$ cat config.mk
export PLATFORM = sky130hd
export DESIGN_NAME = row_input_ctrl_flat
export DESIGN_NICKNAME = d
export VERILOG_FILES = /design/src/rtl/row_input_ctrl_pkg.sv /design/src/rtl/row_input_ctrl_if.sv /design/src/rtl/row_input_ctrl_skew.sv /design/src/rtl/row_input_ctrl.sv /design/src/flat_wrapper.sv
export SDC_FILE = /design/constraint.sdc
export NUM_CORES = 1
export LEC_CHECK = 0
export BUFFER_PORTS_ARGS = -buffer_cell sky130_fd_sc_hd__buf_2
export CAP_MARGIN = 10
export CORE_UTILIZATION = 31
export CTS_BUF_LIST = sky130_fd_sc_hd__clkbuf_2 sky130_fd_sc_hd__clkbuf_4 sky130_fd_sc_hd__clkbuf_8
export DETAILED_ROUTE_END_ITERATION = 16
export PLACE_DENSITY = 0.45
export RECOVER_POWER = 25
export SKIP_CTS_REPAIR_TIMING = 1
export SYNTH_ARGS = -nofsm -noshare
export SYNTH_HDL_FRONTEND = slang
export SYNTH_SLANG_ARGS = --single-unit
$ cat constraint.sdc
create_clock -name clk -period 16.14 [get_ports clk]
set_input_delay 2.421 -clock clk [delete_from_list [all_inputs] [get_ports clk]]
set_output_delay 2.421 -clock clk [all_outputs]
set_load 0.01 [all_outputs]
$ cat src/rtl/row_input_ctrl_pkg.sv
// Shared array geometry and operand types for the systolic row input path.
// Optional feature macro used by this slice: ROW_IN_SKEW_EN.
package systola_pkg;

   localparam int LANES = 8;
   localparam int DW    = 8;
   localparam int BUSW  = 32;
   localparam int WPV   = LANES * DW / BUSW;

   typedef logic [DW-1:0] lane_t;
   typedef lane_t [LANES-1:0] vec_t;

   // A counter over n values still needs one bit when n is 1.
   function automatic int cnt_width(input int n);
      return (n > 1) ? $clog2(n) : 1;
   endfunction

endpackage

$ cat src/rtl/row_input_ctrl_if.sv
// Host word handshake plus array-side operand outputs of the row input controller.
// Host side: a word moves on a rising edge where wvalid && wready; in_w is held stable while wvalid waits.
interface row_input_ctrl_if;
   import systola_pkg::*;

   logic [BUSW-1:0]  in_w;
   logic             wvalid;
   logic             wready;
   logic             arr_rdy;
   vec_t             out_r;
   logic [LANES-1:0] out_v;

   modport master (output in_w, wvalid, arr_rdy, input wready, out_r, out_v);
   modport slave  (input in_w, wvalid, arr_rdy, output wready, out_r, out_v);
endinterface

$ cat src/rtl/row_input_ctrl_skew.sv
// Enable-gated delay line for one lane's operand and valid; DEPTH=0 is a plain wire.
module lane_skew_delay
   import systola_pkg::*;
#(
   parameter int DEPTH = 0
) (
   input  logic  clk,
   input  logic  rst,
   input  logic  en,
   input  lane_t d,
   input  logic  dv,
   output lane_t q,
   output logic  qv
);

   generate
      if (DEPTH == 0) begin : g_pass
         logic unused_ctl;
         assign unused_ctl = ^{clk, rst, en};
         assign q  = d;
         assign qv = dv;
      end else begin : g_dly
         lane_t            r [DEPTH];
         logic [DEPTH-1:0] v;

         always_ff @(posedge clk or posedge rst) begin
            if (rst) begin
               for (int k = 0; k < DEPTH; k++) r[k] <= '0;
               v <= '0;
            end else if (en) begin
               r[0] <= d;
               v[0] <= dv;
               for (int k = 1; k < DEPTH; k++) begin
                  r[k] <= r[k-1];
                  v[k] <= v[k-1];
               end
            end
         end

         assign q  = r[DEPTH-1];
         assign qv = v[DEPTH-1];
      end
   endgenerate

endmodule

$ cat src/rtl/row_input_ctrl.sv
// Packs host words into LANES x DW vectors and issues them to the array rows.
// ROW_IN_SKEW_EN defined: lane i lags lane 0 by i cycles; undefined: all lanes issue together.
module row_input_ctrl
   import systola_pkg::*;
(
   input  logic             clk,
   input  logic             rst,
   row_input_ctrl_if.slave  bus
);

   localparam int             CW   = cnt_width(WPV);
   localparam logic [CW-1:0]  LAST = CW'(WPV - 1);

   logic [CW-1:0]        wcnt;
   logic [LANES*DW-1:0]  asm_q;
   logic [LANES*DW-1:0]  full_vec;
   vec_t                 pend_q;
   logic                 pend_full;
   vec_t                 stage0;
   logic                 stage0_v;
   logic                 xfer;
   logic                 last_word;

   lane_t                lane_r [LANES];
   logic [LANES-1:0]     lane_v;
   vec_t                 out_pack;

   // A full pend slot can still take the closing word when the array drains it on the same edge.
   assign bus.wready = !rst && (!pend_full || bus.arr_rdy);
   assign xfer       = bus.wvalid && bus.wready;
   assign last_word  = (wcnt == LAST);

   always_comb begin
      full_vec = asm_q;
      full_vec[(WPV-1)*BUSW +: BUSW] = bus.in_w;
   end

   always_ff @(posedge clk or posedge rst) begin
      if (rst) begin
         wcnt      <= '0;
         asm_q     <= '0;
         pend_q    <= '0;
         pend_full <= 1'b0;
      end else begin
         if (xfer) begin
            wcnt <= last_word ? '0 : wcnt + 1'b1;
            if (!last_word) asm_q[int'(wcnt)*BUSW +: BUSW] <= bus.in_w;
         end
         if (xfer && last_word) begin
            pend_q    <= full_vec;
            pend_full <= 1'b1;
         end else if (bus.arr_rdy && pend_full) begin
            pend_full <= 1'b0;
         end
      end
   end

   // Bubbles carry zero data so idle lanes present a clean operand.
   always_ff @(posedge clk or posedge rst) begin
      if (rst) begin
         stage0   <= '0;
         stage0_v <= 1'b0;
      end else if (bus.arr_rdy) begin
         stage0   <= pend_full ? pend_q : '0;
         stage0_v <= pend_full;
      end
   end

   generate
      for (genvar i = 0; i < LANES; i++) begin : g_lane
`ifdef ROW_IN_SKEW_EN
         lane_skew_delay #(.DEPTH(i)) u_dly (
            .clk (clk),
            .rst (rst),
            .en  (bus.arr_rdy),
            .d   (stage0[i]),
            .dv  (stage0_v),
            .q   (lane_r[i]),
            .qv  (lane_v[i])
         );
`else
         assign lane_r[i] = stage0[i];
         assign lane_v[i] = stage0_v;
`endif
      end
   endgenerate

   always_comb begin
      out_pack = '0;
      for (int i = 0; i < LANES; i++) out_pack[i] = lane_r[i];
   end

   assign bus.out_r = out_pack;
   assign bus.out_v = lane_v;

endmodule

$ cat src/flat_wrapper.sv
// flat-port wrapper written by rule: the top's interface ports become plain ports
module row_input_ctrl_flat import systola_pkg::*;
  (clk, rst, bus_in_w, bus_wvalid, bus_arr_rdy, bus_wready, bus_out_r, bus_out_v);
  row_input_ctrl_if bus_i ();
  input  logic clk;
  input  logic rst;
  input wire logic [$bits(bus_i.in_w)-1:0] bus_in_w;
  input wire logic [$bits(bus_i.wvalid)-1:0] bus_wvalid;
  input wire logic [$bits(bus_i.arr_rdy)-1:0] bus_arr_rdy;
  output wire logic [$bits(bus_i.wready)-1:0] bus_wready;
  output wire logic [$bits(bus_i.out_r)-1:0] bus_out_r;
  output wire logic [$bits(bus_i.out_v)-1:0] bus_out_v;
  assign bus_i.in_w = bus_in_w;
  assign bus_i.wvalid = bus_wvalid;
  assign bus_i.arr_rdy = bus_arr_rdy;
  assign bus_wready = bus_i.wready;
  assign bus_out_r = bus_i.out_r;
  assign bus_out_v = bus_i.out_v;
  row_input_ctrl u_core (.clk(clk), .rst(rst), .bus(bus_i));
endmodule
==> impl_metrics.tcl, run 1 <==
set metrics [dict create \
    slew_violations 140 \
    rows 52 \
    worstPathMaxFanout 92 \
    ys_seq_area_share_pct 62.3 \
    dpl_worst_slack_ns 10.44 \
    die_area_um2 21700 \
    critPathArrivalTime_ns 7.99 \
    drt_pre_antenna_iters 4 \
    route.detailed.drc 0 \
    grt_max_degree 93 \
    switching_share_pct 28.3 \
    p_switching_w 0.000364 \
    start_util_pct 32.0 \
    layout.cells.non_filler 877 \
    end_kind "register" \
    wl_per_cell_um 15.1 \
    gr-total-overflow 0 \
    power_frac_comb_pct 24.4 \
    clk_pin_slew_worst_paths_ns 0.08 \
    hold_path_class "reg2reg" \
    area_growth_syn_to_layout_pct 16.5 \
    finClkSkew_ns 0.00926 \
    cts_buffers 17 \
    synth_compound_gate_area_share_pct 4.90 \
    setup_viol 0 \
    ir_drop_uv 60.1 \
    setup_ws_ns 8.48 \
    initialDrtViolationCount 115 \
    leakage_nw 3.69 \
    finalHoldViolations 0 \
    maxCapViolCount 2 \
    dp.cells 845 \
    powerDensity_nw_per_um2 168 \
    ant_nets 0 \
    clockBufferDepth 2 \
    numPortBuffers 108 \
    path_class "in2reg" \
    n_fill_cell 2060 \
    fmax_mhz 131 \
    design.core.area_um2 20400 \
    final_cell_mix "dfrtp_1 (162), buf_2 (106), inv_1 (64), o21ai_0 (64), nand3_1 (52)" \
    setup_tns_ns 0 \
    fin_nets 630 \
    synth-seq-cells 163 \
    die_x_um 147 \
    worst_pin_slew_ns 4.04 \
    synth.distinct_cells 20 \
    final_common_cell "dfrtp_1" \
    syn_area_um2 6540 \
    ys_warn_count 0 \
    syn_inst 500 \
    required_ns 16.47 \
    n_antenna_cell 0 \
    insertion_delay_ns 0.45 \
    synth_top_family_by_area "multiplexers" \
    pwr-share-clk_pct 23.7 \
    die_h_um 147 \
    cts.sinks 163 \
    syn_area_per_cell_um2 13.1 \
    syn-num-nets 536 \
    grt_pass1_vias 4213 \
    final_util_pct 37.3 \
    fin_crit_sh_pct 47.5 \
    synthAdderAreaFrac_pct 0 \
    power_frac_seq_pct 51.9 \
    maxSlewHeadroom_pct -170 \
    via_per_inst 4.39 \
    dp_hpwl_um 7930 \
    antenna_found_initial 0 \
    synth_xor_xnor_area_share_pct 0.134 \
    synthSimpleGateAreaFrac_pct 5.58 \
    root_buffer "clkbuf_8" \
    synth_mux_area_share_pct 19.5 \
    rsz0062_at_grt "false" \
    critPathLaunchType "input pin" \
    vias 3852 \
    fin_crit_ns 7.66 \
    routabilityCongestion 0.694 \
    drive_above_1_share_pct 39.9 \
    status "finished, violations left" \
    cts.htree.levels 4 \
    cts_tree "yes" \
    routed_wl_um 13200 \
    ios 109 \
    grt_first_pass_wirelength_um 22300 \
    violations "max-capacitance violations, max-slew violations" \
    intPower_w 0.000919 \
    grt_usage_pct 13.2 \
]
[area by class of cell]
class	count	area [µm²]	area share [%]
Sequential cell	163	4080	53.5
Multi-Input combinational cell	234	1970	25.9
Timing Repair Buffer	113	576	7.55
Tap cell	270	338	4.43
Clock buffer	24	312	4.09
Inverter	65	245	3.22
Clock inverter	8	100	1.31
[synthesized netlist by cell type (all sizes together)]
cell / count / area share (%)
nand3: 52 / 4.0
inv: 65 / 3.7
dfrtp: 163 / 62
nand4: 1 / 0.096
nand2: 14 / 0.80
nor2: 1 / 0.057
o21ai: 64 / 4.9
xnor2: 1 / 0.13
clkbuf: 17 / 0.98
buf: 21 / 2.8
nor2b: 1 / 0.096
nor4b: 1 / 0.36
and2: 1 / 0.096
nand2b: 1 / 0.096
mux2: 97 / 20
[power groups by stage]
stage	Sequential (W)	Clock (W)	Combinational, W
2_1_floorplan	0.000655	0	0.000249
3_3_place_gp	0.000668	0	0.000313
3_5_place_dp	0.000674	0	0.000320
4_1_cts	0.000668	0.000318	0.000321
5_1_grt	0.000688	0.000335	0.000347
6_report	0.000666	0.000304	0.000314
[metal layers]
metal / wire [µm] / GRT usage (%) / vias to the layer above
li1: - / - / 1831
met1: 6130 / 17.0 / 1927
met2: 6280 / 21.0 / 76
met3: 517 / 3.45 / 18
met4: 292 / 5.72 / 0
met5: 0 / 0 / -
[through the flow]
stage	instance area [µm²]	hold slack, ns	power [W]
2_1_floorplan	6540	0.444	0.000903
3_3_place_gp	7220	0.459	0.000981
3_5_place_dp	7220	0.466	0.000994
4_1_cts	7630	0.485	0.00131
5_1_grt	7620	0.523	0.00137
6_report	7620	0.481	0.00128
[logic make-up after synthesis]
logic type             count (synthesis)
AO/OA/AOI/OAI                         64
multiplexers                          97
buffers and inverters                103
AND/OR/NAND/NOR                       72
XOR/XNOR                               1
flip-flops                           163
[state kept, by name, summed over array words and instances, names as in the netlist]
signal	count
u_core.pend_q	64
u_core.pend_full	1
u_core.asm_q	32
u_core.bus.out_r	64
u_core.last_word	1
u_core.stage0_v	1
[critical path, stage by stage]
cell and delay, ns:
clkbuf_1 0.19, clkinvlp_2 3.01, nand4_1 1.13, buf_4 0.76, mux2_2 0.41
[worst paths after layout]
| kind | cells past startpoint | startpoint | slack (ns) | end |
|---|---|---|---|---|
| min reg2reg | 2 | u_core.pend_q[59] | 0.48 | u_core.bus.out_r[59] |
| max in group asynchronous | 3 | rst | 10.66 | u_core.pend_q[17] |
| min | 2 | u_core.pend_q[59] | 0.48 | u_core.bus.out_r[59] |
| min in group asynchronous | 2 | rst | 3.20 | u_core.bus.out_r[60] |
| max | 5 | rst | 8.48 | u_core.pend_q[61] |
| max reg2reg | 4 | u_core.pend_full | 13.34 | u_core.pend_q[61] |
Power figures use the tool's default switching activity.
==> run 2, diff against run 1 <==
--- a/config.mk
+++ b/config.mk
@@ -5,6 +5,7 @@
 export SDC_FILE = /design/constraint.sdc
 export NUM_CORES = 1
 export LEC_CHECK = 0
+export ABC_AREA = 1
 export BUFFER_PORTS_ARGS = -buffer_cell sky130_fd_sc_hd__buf_2
 export CAP_MARGIN = 10
 export CORE_UTILIZATION = 31
==> constraint.sdc (replaced) <==
create_clock -name clk -period 7.7 [get_ports clk]
set_input_delay 1.155 -clock clk [delete_from_list [all_inputs] [get_ports clk]]
set_output_delay 1.155 -clock clk [all_outputs]
set_load 0.01 [all_outputs]
==> impl_metrics.tcl, run 2 <==
set metrics [dict create \
    grt_usage_pct 17.1 \
    gr-total-overflow 0 \
    required_ns 6.55 \
    via_per_inst 4.82 \
    synth_edf_count 0 \
    cts_tree "yes" \
    syn_area_per_cell_um2 9.09 \
    hold_path_class "reg2reg" \
    n_fill_cell 2235 \
    ant_nets 0 \
    n_antenna_cell 0 \
    antenna_found_initial 0 \
    dp_hpwl_um 10500 \
    drt_pre_antenna_iters 5 \
    die_x_um 148 \
    end_kind "primary output" \
    final_common_cell "nand2_1" \
    critPathArrivalTime_ns 2.60 \
    routabilityCongestion 0.731 \
    grt_first_pass_wirelength_um 29500 \
    ys.flop_type "dfrtp_1" \
    root_buffer "clkbuf_8" \
    yosysTopAreaCellShare_pct 61.8 \
    intPower_w 0.00158 \
    clockBufferDepth 2 \
    p_switching_w 0.000766 \
    ios 109 \
    worst_pin_slew_ns 1.13 \
    pwr-share-clk_pct 26.2 \
    async_reset_ff_share_pct 100 \
    insertion_delay_ns 0.45 \
    slew_violations 0 \
    setup_viol 0 \
    area_growth_syn_to_layout_pct 15.7 \
    final_cell_mix "nand2_1 (328), dfrtp_1 (161), buf_2 (106)" \
    slowest_stage "buf_4" \
    ys_warn_count 0 \
    die_h_um 148 \
    cts.htree.levels 4 \
    leakage_nw 4.27 \
    fin_nets 830 \
    fmax_mhz 267 \
    power_frac_comb_pct 20.1 \
    path_class "in2out" \
    synth_common_cells "nand2_1 (328), dfrtp_1 (163), nand4_1 (98)" \
    design.core.area_um2 21000 \
    finalHoldViolations 0 \
    grt_pass1_vias 5374 \
    powerDensity_nw_per_um2 307 \
    route.detailed.drc 0 \
    syn_area_um2 6610 \
    syn_inst 727 \
    max_stage_delay_ns 0.54 \
    maxSlewHeadroom_pct 24.7 \
    ys_seq_area_share_pct 61.8 \
    status "finished clean" \
    crit_chain "buf_2 -> buf_4 -> inv_2 -> buf_4 -> a21oi_4 -> buf_2" \
    rows 53 \
    critPathLaunchType "input pin" \
    worstPathMaxFanout 67 \
    finalPower_w 0.00235 \
    setup_ws_ns 3.95 \
    switching_share_pct 32.6 \
    start_util_pct 31.5 \
    vias 5214 \
    ir_drop_uv 114 \
    setup_tns_ns 0 \
    routed_wl_um 17500 \
    synth.distinct_cells 11 \
    power_frac_seq_pct 53.7 \
    fin_crit_ns 3.75 \
    finClkSkew_ns 0.00860 \
    grt_max_degree 102 \
    maxCapViolCount 0 \
    syn-num-nets 763 \
    synth_area_leaders "dfrtp_1 (62%), nand2_1 (19%), nand4_1 (9.3%)" \
    fin_crit_sh_pct 48.7 \
    yosysMostFrequentCell "nand2_1" \
    cts.sinks 163 \
    yosysTopAreaCell "dfrtp_1" \
    numPortBuffers 108 \
    clk_pin_slew_worst_paths_ns 0.08 \
    rsz0062_at_grt "false" \
    die_area_um2 21900 \
    initialDrtViolationCount 348 \
    synth-seq-cells 163 \
    drive_above_1_share_pct 18.9 \
    wl_per_cell_um 16.2 \
    cts_buffers 17 \
    dpl_worst_slack_ns 3.93 \
]
-- run 2: cell types whose count changed after synthesis, sizes merged, moves of 23 or more --
cell	change
buf	+23
inv	-62
mux2	-97
nand2	+314
nand4	+97
o21ai	-64
-- run 2: final cells by class --
cell class | count | area [µm²] | share of cell area [%]
clock inverter | 11 | 110 | 1.44
multi-input combinational | 491 | 2180 | 28.5
sequential | 163 | 4080 | 53.4
inverter | 3 | 16.3 | 0.213
clock buffer | 20 | 275 | 3.60
tap | 275 | 344 | 4.50
timing repair buffer | 118 | 633 | 8.29
-- run 2: logic make-up (layout without fill, tap and decap cells) --
family	after synthesis	count (layout)	synth area share, %
flops	163	163	61.8
simple gates	490	490	32.8
buf+inv	73	152	5.23
compound gates	1	1	0.246
-- run 2: layer usage --
layer / vias to the layer above / routed length, µm / GRT usage (%)
met4: 0 / 131 / 4.23
li1: 2538 / - / -
met1: 2545 / 8460 / 24.2
met3: 9 / 873 / 4.69
met2: 122 / 8030 / 25.9
met5: - / 0 / 0
-- run 2: worst paths after layout --
kind                                      startpoint              endpoint  slack (ns)  depth (start not counted)
worst max-delay path                     bus_arr_rdy            bus_wready        3.95                          6
worst min register to register  u_core.bus.out_r[39]  u_core.bus.out_r[39]        0.48                          2
max in group asynchronous                        rst      u_core.pend_full        5.25                          3
worst min-delay path            u_core.bus.out_r[39]  u_core.bus.out_r[39]        0.48                          2
min in group asynchronous                        rst   u_core.bus.out_r[6]        0.99                          2
worst max register to register      u_core.last_word      u_core.asm_q[14]        5.04                          5
-- run 2: critical path: cells and delay by family --
kind / cells / cell delay [ns]
buffers and inverters: 5 / 1.17
AOI/OAI and AO/OA: 1 / 0.22
-- run 2: power by group through the flow --
stage | clock, W | combinational [W] | sequential, W
4_1_cts | 0.000637 | 0.000452 | 0.00128
2_1_floorplan | 0 | 0.000329 | 0.00125
6_report | 0.000615 | 0.000473 | 0.00126
5_1_grt | 0.000685 | 0.000547 | 0.00129
3_5_place_dp | 0 | 0.000450 | 0.00130
3_3_place_gp | 0 | 0.000438 | 0.00130
-- run 2: metrics by stage --
stage,utilization [%],cells,hold WS (ns),cell area [µm²]
3_5_place_dp,34.5,1049,0.461,7240
2_1_floorplan,-,727,0.450,6610
6_report,36.5,1081,0.478,7640
4_1_cts,36.4,1080,0.486,7620
3_3_place_gp,34.5,1048,0.465,7220
5_1_grt,36.5,1081,0.494,7640
==> run 3, diff against run 2 <==
--- a/config.mk
+++ b/config.mk
@@ -5,13 +5,13 @@
 export SDC_FILE = /design/constraint.sdc
 export NUM_CORES = 1
 export LEC_CHECK = 0
-export ABC_AREA = 1
+export ABC_AREA = 0
 export BUFFER_PORTS_ARGS = -buffer_cell sky130_fd_sc_hd__buf_2
 export CAP_MARGIN = 10
 export CORE_UTILIZATION = 31
 export CTS_BUF_LIST = sky130_fd_sc_hd__clkbuf_2 sky130_fd_sc_hd__clkbuf_4 sky130_fd_sc_hd__clkbuf_8
 export DETAILED_ROUTE_END_ITERATION = 16
-export PLACE_DENSITY = 0.45
+export PLACE_DENSITY = 0.47
 export RECOVER_POWER = 25
 export SKIP_CTS_REPAIR_TIMING = 1
 export SYNTH_ARGS = -nofsm -noshare
==> constraint.sdc (replaced) <==
create_clock -name clk -period 3.3 [get_ports clk]
set_input_delay 0.495 -clock clk [delete_from_list [all_inputs] [get_ports clk]]
set_output_delay 0.495 -clock clk [all_outputs]
set_load 0.01 [all_outputs]
==> impl_metrics.tcl, run 3 (synthesis gave the netlist of run 1 again) <==
set metrics [dict create \
    max_stage_delay_ns 0.61 \
    final_cell_mix "dfrtp_1 (162), buf_2 (106), inv_1 (64), o21ai_0 (64), nand3_1 (52)" \
    worst_pin_slew_ns 0.873 \
    wl_per_cell_um 14.9 \
    crit-reg2reg-launch "u_core.pend_full" \
    hold_slack_ns 0.297 \
    slowest_stage "and2_1" \
    route.detailed.drc 0 \
    crit_chain "buf_4 -> and2_1 -> nand2_1 -> o21ai_0" \
    setup_tns_ns 0 \
    grt_usage_pct 12.9 \
    cts_tree "yes" \
    vias 3852 \
    root_buffer "clkbuf_8" \
    routed_wl_um 13000 \
    end_kind "register" \
    n_antenna_cell 0 \
    dp_hpwl_um 7830 \
    leakage_nw 3.71 \
    die_area_um2 21700 \
    worstPathMaxFanout 53 \
    maxCapViolCount 0 \
    required_ns 3.66 \
    rsz0062_at_grt "false" \
    status "finished clean" \
    finClkSkew_ns 0.00757 \
    via_per_inst 4.40 \
    fin_nets 631 \
    hold_path_class "in2reg" \
    cts.sinks 163 \
    cts_buffers 17 \
    fmax_mhz 546 \
    design.core.area_um2 20400 \
    hp-start "bus_in_w[26]" \
    final_common_cell "dfrtp_1" \
    rows 52 \
    grt_first_pass_wirelength_um 21600 \
    layout.cells.non_filler 875 \
    maxSlewHeadroom_pct 41.8 \
    cts.htree.levels 4 \
    dp.cells 846 \
    finalPower_w 0.00637 \
    path_delay_family "simple AND/OR/NAND/NOR gates" \
    gr-total-overflow 0 \
    start_util_pct 32.0 \
    clockBufferDepth 2 \
    ir_drop_uv 273 \
    numPortBuffers 108 \
    holdPathEnd "u_core.pend_q[58]" \
    ios 109 \
    critPathBufInv 1 \
    grt_max_degree 165 \
    hold_depth 2 \
    insertion_delay_ns 0.45 \
    antenna_found_initial 0 \
    initialDrtViolationCount 186 \
    dpl-instance-area_um2 7250 \
    drt_pre_antenna_iters 4 \
    r2r-end "u_core.bus.out_r[23]" \
    setup_viol 0 \
    routabilityCongestion 0.740 \
    grt_pass1_vias 4039 \
    drive_above_1_share_pct 39.8 \
    r2r_cells 4 \
    critPathArrivalTime_ns 2.19 \
    ant_nets 0 \
    r2r_setup_slack_ns 1.47 \
    fin_crit_sh_pct 55.5 \
    fin_crit_ns 1.83 \
    die_h_um 147 \
    area_growth_syn_to_layout_pct 17.3 \
    fin_area_um2 7680 \
    die_x_um 147 \
    slew_violations 0 \
    path_class "reg2reg" \
    finalHoldViolations 0 \
    clk_pin_slew_worst_paths_ns 0.08 \
    powerDensity_nw_per_um2 830 \
    critPathLaunchType "register" \
]
==> run 3: worst max-delay path by stage <==
stage                     startpoint              endpoint  cells past startpoint
floorplan                        rst     u_core.pend_q[10]                      5
global placement         bus_arr_rdy      u_core.asm_q[18]                      5
detailed placement       bus_arr_rdy      u_core.asm_q[25]                      5
CTS                 u_core.pend_full  u_core.bus.out_r[23]                      4
global route        u_core.pend_full  u_core.bus.out_r[61]                      4
finish              u_core.pend_full  u_core.bus.out_r[23]                      4
==> run 3: layout make-up <==
| type | instances | area [µm²] |
|---|---|---|
| flip-flops and latches | 163 | 4080 |
| inverters | 65 | 245 |
| repair buffers | 114 | 612 |
| multi-input cells | 234 | 1970 |
| clock inverters | 9 | 155 |
| clock buffers | 20 | 275 |
| fillers | 2023 | 12800 |
| well taps | 270 | 338 |
==> run 3: layer usage <==
metal | routed length (µm) | global-route usage, % | vias up | part of all wire, %
li1 | - | - | 1834 | -
met1 | 6100 | 16.6 | 1929 | 47
met2 | 6280 | 20.5 | 72 | 48
met3 | 486 | 3.66 | 17 | 3.7
met4 | 184 | 4.64 | 0 | 1.4
met5 | 0 | 0 | - | 0
==> run 3: report_power, final <==
| group | internal [W] | switching, W | total [W] |
|---|---|---|---|
| Clock | 0.000871 | 0.000693 | 0.00156 |
| Combinational | 0.000956 | 0.000650 | 0.00161 |
| Sequential | 0.00277 | 0.000425 | 0.00320 |
| Total | 0.00460 | 0.00177 | 0.00637 |
==> run 3: per-stage QoR <==
stage / utilization (%) / setup slack (ns)
5_1_grt: 37.6 / 1.31
2_1_floorplan: - / -0.811
4_1_cts: 37.6 / 1.43
3_3_place_gp: 35.5 / 1.06
3_5_place_dp: 35.5 / 1.06
6_report: 37.6 / 1.47
==> run 3: worst reg2reg max path, delay by kind of cell (launching register included) <==
kind,cells,cell delay [ns]
and+or+nand+nor,2,0.72
buffers and inverters,1,0.54
DFF,1,0.37
AOI/OAI and AO/OA,1,0.11
